**config.mk**
```make
export PLATFORM = sky130hd
export DESIGN_NAME = adc_sampler_fenics_flat
export DESIGN_NICKNAME = d
export VERILOG_FILES = /design/src/rtl/adc_sampler_fenics_if.sv /design/src/rtl/adc_sampler_fenics.sv /design/src/flat_wrapper.sv
export SDC_FILE = /design/constraint.sdc
export NUM_CORES = 1
export LEC_CHECK = 0
export ABC_AREA = 1
export CAP_MARGIN = 5
export CORE_MARGIN = 4
export CORE_UTILIZATION = 55
export CTS_BUF_LIST = sky130_fd_sc_hd__clkbuf_2
export DETAILED_ROUTE_END_ITERATION = 6
export GPL_ROUTABILITY_DRIVEN = 0
export PLACE_DENSITY = 0.76
export SLEW_MARGIN = 5
export SYNTH_ARGS = -nofsm -noshare
export SYNTH_HDL_FRONTEND = slang
export SYNTH_SLANG_ARGS = --single-unit
```
**constraint.sdc**
```tcl
create_clock -name clock -period 4.8 [get_ports clock]
set_clock_uncertainty 0.15 [all_clocks]
set_input_delay 0.96 -clock clock [delete_from_list [all_inputs] [get_ports clock]]
set_output_delay 0.96 -clock clock [all_outputs]
set_load 0.05 [all_outputs]
```
**src/rtl/adc_sampler_fenics_if.sv**
```systemverilog
// Valid/ready stream carrying ADC codes from the sampler FIFO to the HPS reader.
interface adc_sampler_fenics_if #(
   parameter int ADC_BITS = 12
) ();
   logic [ADC_BITS-1:0] out_data;
   logic                out_valid;
   logic                out_ready;

   modport master (output out_data, output out_valid, input out_ready);
   modport slave  (input out_data, input out_valid, output out_ready);
endinterface

```
**src/rtl/adc_sampler_fenics.sv**
```systemverilog
// FENICS front-end ADC model: gain shift, pedestal, clip to ADC range, decimate at a
// selectable phase and buffer codes in a first-word-fall-through FIFO for the HPS reader.
module adc_sampler_fenics #(
   parameter int BITS_IN  = 51,
   parameter int SHIFT    = 22,
   parameter int PEDESTAL = 256,
   parameter int ADC_BITS = 12,
   parameter int DECIM    = 4,
   parameter int PH_BITS  = 2,
   parameter int FIFO_LOG = 4
) (
   input  logic                      clock,
   input  logic                      reset,
   input  logic                      enable,
   input  logic [PH_BITS-1:0]        phase,
   input  logic signed [BITS_IN-1:0] in,
   adc_sampler_fenics_if.master      out_bus,
   output logic [FIFO_LOG:0]         fifo_level,
   output logic                      sat_flag,
   output logic [15:0]               drop_count
);

   localparam int DEPTH = 1 << FIFO_LOG;
   localparam int SW    = BITS_IN + 1;
   localparam int LW    = FIFO_LOG + 1;
   localparam logic signed [SW-1:0] PED_S    = SW'(PEDESTAL);
   localparam logic signed [SW-1:0] MAX_S    = SW'((1 << ADC_BITS) - 1);
   localparam logic [PH_BITS-1:0]   CNT_LAST = PH_BITS'(DECIM - 1);
   localparam logic [LW-1:0]        LVL_FULL = LW'(DEPTH);
   localparam logic [LW-1:0]        LVL_ONE  = LW'(1);

   // Returns {clipped, code}: negative sums floor at 0, large sums pin to full scale.
   function automatic logic [ADC_BITS:0] clip_code(input logic signed [SW-1:0] s);
      logic [ADC_BITS:0] r;
      if (s[SW-1]) begin
         r = {1'b1, {ADC_BITS{1'b0}}};
      end else if (s > MAX_S) begin
         r = {1'b1, {ADC_BITS{1'b1}}};
      end else begin
         r = {1'b0, s[ADC_BITS-1:0]};
      end
      return r;
   endfunction

   logic [PH_BITS-1:0]        cnt_r;
   logic                      strobe_s;
   logic signed [BITS_IN-1:0] in_r;
   logic                      v1_r;
   logic signed [SW-1:0]      ext_s;
   logic signed [SW-1:0]      scaled_s;
   logic [ADC_BITS:0]         clip_s;
   logic [ADC_BITS-1:0]       code_r;
   logic                      v2_r;
   logic                      sat_r;

   logic [ADC_BITS-1:0]       mem [DEPTH];
   logic [LW-1:0]             wr_ptr_r;
   logic [LW-1:0]             rd_ptr_r;
   logic [FIFO_LOG-1:0]       rd_idx_next_s;
   logic [LW-1:0]             level_r;
   logic [LW-1:0]             level_n_s;
   logic [ADC_BITS-1:0]       head_r;
   logic [ADC_BITS-1:0]       head_n_s;
   logic                      valid_r;
   logic [15:0]               drop_r;
   logic                      pop_s;
   logic                      push_s;
   logic                      drop_s;
   logic                      full_s;

   // Strobe decode and the scale/offset arithmetic at BITS_IN+1 bits so the pedestal cannot wrap.
   always_comb begin
      strobe_s = enable && (cnt_r == phase);
      ext_s    = {in_r[BITS_IN-1], in_r};
      scaled_s = (ext_s >>> SHIFT) + PED_S;
      clip_s   = clip_code(scaled_s);
   end

   // Decimation counter and the capture / conversion pipeline stages.
   always_ff @(posedge clock) begin
      if (reset) begin
         cnt_r  <= {PH_BITS{1'b0}};
         in_r   <= {BITS_IN{1'b0}};
         v1_r   <= 1'b0;
         code_r <= {ADC_BITS{1'b0}};
         v2_r   <= 1'b0;
         sat_r  <= 1'b0;
      end else begin
         if (!enable || (cnt_r == CNT_LAST)) begin
            cnt_r <= {PH_BITS{1'b0}};
         end else begin
            cnt_r <= cnt_r + 1'b1;
         end
         if (strobe_s) begin
            in_r <= in;
         end
         v1_r   <= strobe_s;
         code_r <= clip_s[ADC_BITS-1:0];
         v2_r   <= v1_r;
         if (v1_r && clip_s[ADC_BITS]) begin
            sat_r <= 1'b1;
         end
      end
   end

   // A push on a full FIFO is still taken when the head leaves on the same edge.
   always_comb begin
      pop_s         = valid_r && out_bus.out_ready;
      full_s        = (level_r == LVL_FULL);
      push_s        = v2_r && (!full_s || pop_s);
      drop_s        = v2_r && full_s && !pop_s;
      rd_idx_next_s = rd_ptr_r[FIFO_LOG-1:0] + 1'b1;
      level_n_s     = level_r + {{FIFO_LOG{1'b0}}, push_s} - {{FIFO_LOG{1'b0}}, pop_s};
   end

   // Next head: the incoming code when it becomes the only entry, else the following slot on a pop.
   always_comb begin
      head_n_s = head_r;
      if (push_s && ((level_r == {LW{1'b0}}) || (pop_s && (level_r == LVL_ONE)))) begin
         head_n_s = code_r;
      end else if (pop_s && (level_r > LVL_ONE)) begin
         head_n_s = mem[rd_idx_next_s];
      end else begin
         head_n_s = head_r;
      end
   end

   // FIFO storage; contents need no reset because pointers define what is live.
   always_ff @(posedge clock) begin
      if (!reset && push_s) begin
         mem[wr_ptr_r[FIFO_LOG-1:0]] <= code_r;
      end
   end

   // FIFO pointers, occupancy, registered head and the saturating drop counter.
   always_ff @(posedge clock) begin
      if (reset) begin
         wr_ptr_r <= {LW{1'b0}};
         rd_ptr_r <= {LW{1'b0}};
         level_r  <= {LW{1'b0}};
         head_r   <= {ADC_BITS{1'b0}};
         valid_r  <= 1'b0;
         drop_r   <= 16'd0;
      end else begin
         if (push_s) begin
            wr_ptr_r <= wr_ptr_r + 1'b1;
         end
         if (pop_s) begin
            rd_ptr_r <= rd_ptr_r + 1'b1;
         end
         level_r <= level_n_s;
         head_r  <= head_n_s;
         valid_r <= (level_n_s != {LW{1'b0}});
         if (drop_s && (drop_r != 16'hFFFF)) begin
            drop_r <= drop_r + 16'd1;
         end
      end
   end

   assign out_bus.out_data  = head_r;
   assign out_bus.out_valid = valid_r;
   assign fifo_level        = level_r;
   assign sat_flag          = sat_r;
   assign drop_count        = drop_r;

endmodule
```
**src/flat_wrapper.sv**
```systemverilog
// flat-port wrapper written by rule: the top's interface ports become plain ports
module adc_sampler_fenics_flat 
#(
   parameter int BITS_IN  = 51,
   parameter int SHIFT    = 22,
   parameter int PEDESTAL = 256,
   parameter int ADC_BITS = 12,
   parameter int DECIM    = 4,
   parameter int PH_BITS  = 2,
   parameter int FIFO_LOG = 4
)
  (clock, reset, enable, phase, in, fifo_level, sat_flag, drop_count, out_bus_out_data, out_bus_out_valid, out_bus_out_ready);
  adc_sampler_fenics_if #(.ADC_BITS(ADC_BITS)) out_bus_i ();
  input  logic clock;
  input  logic reset;
  input  logic enable;
  input  logic [PH_BITS-1:0] phase;
  input  logic signed [BITS_IN-1:0] in;
  output logic [FIFO_LOG:0] fifo_level;
  output logic sat_flag;
  output logic [15:0] drop_count;
  output wire logic [$bits(out_bus_i.out_data)-1:0] out_bus_out_data;
  output wire logic [$bits(out_bus_i.out_valid)-1:0] out_bus_out_valid;
  input wire logic [$bits(out_bus_i.out_ready)-1:0] out_bus_out_ready;
  assign out_bus_out_data = out_bus_i.out_data;
  assign out_bus_out_valid = out_bus_i.out_valid;
  assign out_bus_i.out_ready = out_bus_out_ready;
  adc_sampler_fenics #(.BITS_IN(BITS_IN), .SHIFT(SHIFT), .PEDESTAL(PEDESTAL), .ADC_BITS(ADC_BITS), .DECIM(DECIM), .PH_BITS(PH_BITS), .FIFO_LOG(FIFO_LOG)) u_core (.clock(clock), .reset(reset), .enable(enable), .phase(phase), .in(in), .out_bus(out_bus_i), .fifo_level(fifo_level), .sat_flag(sat_flag), .drop_count(drop_count));
endmodule
```
Word-level counts from Yosys, hierarchy flattened
Memories as Yosys holds them, arrays and structs flattened.
Cells that the tools add are included.
{"block": "classes", "n_addsub": 8, "order_cmp": 2, "n_eq_ne": 5, "n_mux": 6, "reduce_logical": 23}
{"operator": "$gt A52 B13 Y1 const B", "n": 1}
{"operator": "$add A29 B10 Y30 const B", "n": 1}
{"operator": "$mux W13", "n": 2}
{"operator": "$mux W12", "n": 2}
{"operator": "$add A16 B1 Y16 const B", "n": 1}
{"operator": "$ne A16 B16 Y1 const B", "n": 1}
{"operator": "$logic_and A1 B1 Y1", "n": 11}
{"operator": "$add A5 B1 Y5 const B", "n": 2}
{"operator": "$add A5 B1 Y5", "n": 1}
{"operator": "$eq A5 B1 Y1 const B", "n": 1}
{"operator": "$eq A5 B5 Y1 const B", "n": 1}
{"operator": "$gt A5 B1 Y1 const B", "n": 1}
{"operator": "$logic_not A5 Y1", "n": 1}
{"operator": "$reduce_bool A5 Y1", "n": 1}
{"operator": "$sub A5 B1 Y5", "n": 1}
{"operator": "$add A4 B1 Y4 const B", "n": 1}
{"operator": "$logic_not A1 Y1", "n": 4}
{"operator": "$reduce_or A2 Y1", "n": 2}
{"operator": "$logic_or A1 B1 Y1", "n": 3}
{"operator": "$add A2 B1 Y2 const B", "n": 1}
{"operator": "$eq A2 B2 Y1", "n": 1}
{"operator": "$eq A2 B2 Y1 const B", "n": 1}
{"operator": "$mux W1", "n": 2}
{"operator": "$reduce_bool A2 Y1", "n": 1}
{"block": "totals", "register_bits": 112, "mem_bits_rw": 192, "input_bits": 57, "out_inout_bits": 35, "wordCells": 57, "mem_count": 1}
{"name": "u_core.mem", "words": 16, "width": 12, "read_ports": 1, "rd_ports_with_merged_regs": 0, "write_ports": 1, "line_no": "adc_sampler_fenics.sv:56", "rtl": "logic [ADC_BITS-1:0] mem [DEPTH];"}

Longest topological paths before layout
{"block": "depth", "depth_word": 7, "ltp_mapped": 15, "depth_no_buf": 14}

Worst setup path after synthesis
OpenSTA, ideal clock, no wires.
{"block": "synth_timing", "path_kind": "in2reg", "start": "in out_bus_out_ready", "end": "reg u_core.valid_r, in the netlist u_core.out_bus.out_valid", "setup_ns": 0.138, "arrival_time_ns": 2.631, "required_ns": 4.512, "setup_slack_ns": 1.881, "cell_stages": 10, "n_path_buf": 0, "cell_sequence": "nand2_1 -> inv_1 -> ha_1 -> inv_1 -> ha_1 -> inv_1 -> fa_1 -> o31ai_1 -> xor2_1 -> a41oi_1"}
{"block": "synth_via", "elab_chain_cells": 6}
{"element": "start, declared", "line_no": "flat_wrapper.sv:24", "rtl": "input wire logic [$bits(out_bus_i.out_ready)-1:0] out_bus_out_ready;"}
{"element": "$logic_and A1 B1 Y1 *", "line_no": "adc_sampler_fenics.sv:108", "rtl": "pop_s = valid_r && out_bus.out_ready;"}
{"element": "named net u_core.pop_s", "line_no": "adc_sampler_fenics.sv:66", "rtl": "logic pop_s;"}
{"element": "$logic_or A1 B1 Y1", "line_no": "adc_sampler_fenics.sv:110", "rtl": "push_s = v2_r && (!full_s || pop_s);"}
{"element": "$logic_and A1 B1 Y1", "line_no": "adc_sampler_fenics.sv:110"}
{"element": "$add A5 B1 Y5", "line_no": "adc_sampler_fenics.sv:113", "rtl": "level_n_s = level_r + {{FIFO_LOG{1'b0}}, push_s} - {{FIFO_LOG{1'b0}}, pop_s};"}
{"element": "$sub A5 B1 Y5 *", "line_no": "adc_sampler_fenics.sv:113"}
{"element": "$reduce_bool A5 Y1 *", "line_no": "adc_sampler_fenics.sv:153", "rtl": "valid_r <= (level_n_s != {LW{1'b0}});"}
{"element": "end signal, assigned", "line_no": "adc_sampler_fenics.sv:153"}
{"element": "end, declared", "line_no": "adc_sampler_fenics.sv:64", "rtl": "logic valid_r;"}
Mark *: on every way through the listed nets, which the timed path passes. The rest lies on a longest branch.
A chain may end at the register's enable or synchronous reset.

Final worst setup path
{"block": "layout_timing", "start": "reg u_core.drop_r[6], in the netlist u_core.drop_count[6]", "end": "out drop_count[6]"}
{"element": "start, declared", "line_no": "adc_sampler_fenics.sv:65", "rtl": "logic [15:0] drop_r;"}
{"element": "start signal, assigned", "line_no": "adc_sampler_fenics.sv:155", "rtl": "drop_r <= drop_r + 16'd1;"}
{"element": "end, declared", "line_no": "flat_wrapper.sv:21", "rtl": "output logic [15:0] drop_count;"}
No word-level cell between the ends.

==> run metrics <==
clock-pin slew on the worst setup and hold paths=0.10 ns; hpwl dp=16670 um; Netlist cell types=39; Clk Latency, worst-skew pair=0.83 ns; Sw Share=0.3403; Final ANT Viol Nets=0; worst vdd ir=0.4479 mV; Critical Path RT=3.69 ns; first-pass GRT wire length=43830 um; Primary FF master, synth=edfxtp_1; Fmax achieved=301.2 MHz; Iteration-0 DRC Markers=741; setup_tns=0 ns; Slowest cell on crit path=clkdlybuf4s50_1; commonest non-fill, non-tap cell in the layout=nor2_1; # hold bufs at CTS=0; total gr overflow=0; commonest cells after routing, fill and taps aside=231 x nor2_1, 192 x edfxtp_1, 165 x o21ai_0; crit share post-route=0.6917; Worst-Margin Slew=0.8545 ns; WP buf/inv=1; placement row count=53; Final Setup Violations=0; Worst Setup End Kind=output port; Worst Hold Launch=u_core.v1_r; Seq pwr share=0.494; CP Max Fanout=9; delay-heaviest family, CP=buffers and inverters; crit-path cells=clkdlybuf4s50_1; CTS buffer count=70; initial antenna violation count=1; fin crit period=3.320 ns; Initial Util=0.5646; post_cts resized=0; post-CTS setup buffers=0; r2r startpoint=u_core.fifo_level[2]; Max Cap Viol=0; die area=24280 um^2; hold crit path type=flop to flop; CTS tree=done; WS Path Type=flop to output port; buffers added on ports=69; CTS H-tree depth=3; syn_nets=1275; Total Wirelength=26870 um; Final Hold Viols=0; CTS Sinks=280; Rel. slew slack=0.4295; RSZ-0062 raised after global routing=false; YS warnings=0; Vias=9019; post-synthesis sequential element count=280; global router's overall resource usage=0.2249; Die W=155.8 um; fin. max-slew vios=0; combinational cell fraction of total power=0.233; P_int=0.003795 W; layout cells sized above 1=0.1230; Seq/Total Area, Yosys=0.6263; Longest Clk Path Bufs=3; Vias/cell=5.516; Worst Setup Start Kind=flop; Hold WS=0.2626 ns; Post-Synthesis Cell Area=12020 um^2; Pwr Density=421.8 nW/um^2; CP peak stage delay=0.87 ns; fin cells=1635; syn avg cell area=10.02 um^2; Final WS setup=1.480 ns; Crit path arrival time=2.21 ns; WL/cell=16.43 um; nets=1382; largest net degree at the start of global routing=55; Core ar.=21290 um^2; CTS Root Cell=clkbuf_2; Setup crit start=u_core.drop_count[6]; Die Y=155.8 um; vias in the first global route=8880; Psw=0.001957 W; run status=finished clean; Remaining DRCs=0; number of synthesized flops with an enable pin=192; placed insts=1509; Leakage=4.997 nW; clock share of power=0.273; io pins=92; ys async rst share=0; total iterations of the first detailed-routing run=5; number of fill cells=1704; dpl ws=1.185 ns; Area Overhead vs Synth=13.47%; Post-Synthesis Cells=1199
path summary, 6_finish.rpt:
| check | to | slack [ns] | cells past startpoint |
|---|---|---|---|
| worst max-delay path | drop_count[6] | 1.48 | 1 |
| worst min-delay path | u_core.v2_r | 0.26 | 2 |
| worst max register to register | u_core.out_bus.out_data[0] | 2.01 | 13 |
| worst min register to register | u_core.v2_r | 0.26 | 2 |
layout make-up:
class / instances / area, um^2 / area share
Clock buffer: 107 / 535.5 / 0.03927
Inverter: 92 / 345.3 / 0.02532
Sequential cell: 280 / 7528 / 0.5520
Timing Repair Buffer: 97 / 900.9 / 0.06605
Tap cell: 275 / 344.1 / 0.02523
Clock inverter: 17 / 101.3 / 0.007431
Antenna cell: 2 / 5.005 / 0.0003670
Multi-Input combinational cell: 765 / 3877 / 0.2843
per-stage QoR:
| stage | area [um^2] | utilization | total power (W) |
|---|---|---|---|
| 6_report | 13640 | 0.6407 | 0.005752 |
| 5_1_grt | 13640 | 0.6407 | 0.006097 |
| 4_1_cts | 13630 | 0.6405 | 0.005789 |
| 3_5_place_dp | 13000 | 0.6105 | 0.004227 |
| 3_3_place_gp | 13000 | 0.6105 | 0.004191 |
| 2_1_floorplan | 12020 | - | 0.003800 |
metal layers:
metal | vias up | part of all wire | GRT usage
li1 | 4408 | - | -
met1 | 4235 | 0.44 | 0.2958
met2 | 340 | 0.47 | 0.3706
met3 | 36 | 0.077 | 0.05714
met4 | 0 | 0.014 | 0.06920
met5 | - | 0 | 0
synthesized netlist by cell type, types with 2 or more instances:
library cell / number / area, um^2
nand2_1: 119 / 446.7
o21bai_1: 3 / 22.52
dfxtp_1: 88 / 1762
clkinv_1: 3 / 11.26
nand3_1: 48 / 240.2
nand3b_1: 3 / 22.52
a21oi_1: 54 / 270.3
nor2_4: 7 / 78.83
edfxtp_1: 192 / 5766
xnor2_1: 3 / 26.28
inv_1: 88 / 330.3
buf_1: 5 / 18.77
buf_6: 2 / 22.52
clkbuf_1: 38 / 142.6
nand3_2: 2 / 20.02
xor2_1: 8 / 70.07
o21ai_0: 165 / 825.8
a211oi_1: 3 / 22.52
o211ai_1: 48 / 360.4
nor3_1: 7 / 35.03
nand2_4: 2 / 22.52
nand2_2: 3 / 18.77
o21a_1: 2 / 15.01
buf_2: 16 / 80.08
a31oi_1: 2 / 12.51
nor2_1: 231 / 867.1
nand4_1: 24 / 150.1
nor2_2: 5 / 31.28
ha_1: 18 / 225.2
power groups by stage:
stage | clock (W) | sequential [W] | combinational [W]
finish | 0.00157 | 0.00284 | 0.00134
CTS | 0.00161 | 0.00284 | 0.00134
detailed placement | 0 | 0.00289 | 0.00133
floorplan | 0 | 0.00299 | 0.000811
global route | 0.00175 | 0.00286 | 0.00149
global placement | 0 | 0.00289 | 0.00130
state kept, by name (all words and copies together), names as in the netlist, 2 cells and up:
name                     cells
u_core.cnt_r                 2
u_core.code_r               12
u_core.drop_count           16
u_core.fifo_level            5
u_core.in_r                 29
u_core.mem                 192
u_core.out_bus.out_data     12
u_core.rd_ptr_r              4
u_core.wr_ptr_r              4
logic make-up (layout without fill, tap and decap cells):
kind of cell / Yosys count / count (layout) / share of synthesized area
AND/OR/NAND/NOR: 454 / 454 / 0.1636
buffers and inverters: 154 / 313 / 0.05132
adder cells (fa/ha/maj): 19 / 19 / 0.02040
AO/OA/AOI/OAI: 280 / 280 / 0.1290
other: 0 / 2 / 0
XOR/XNOR: 12 / 12 / 0.009370
flip-flops: 280 / 280 / 0.6263
Power figures use the tool's default switching activity.
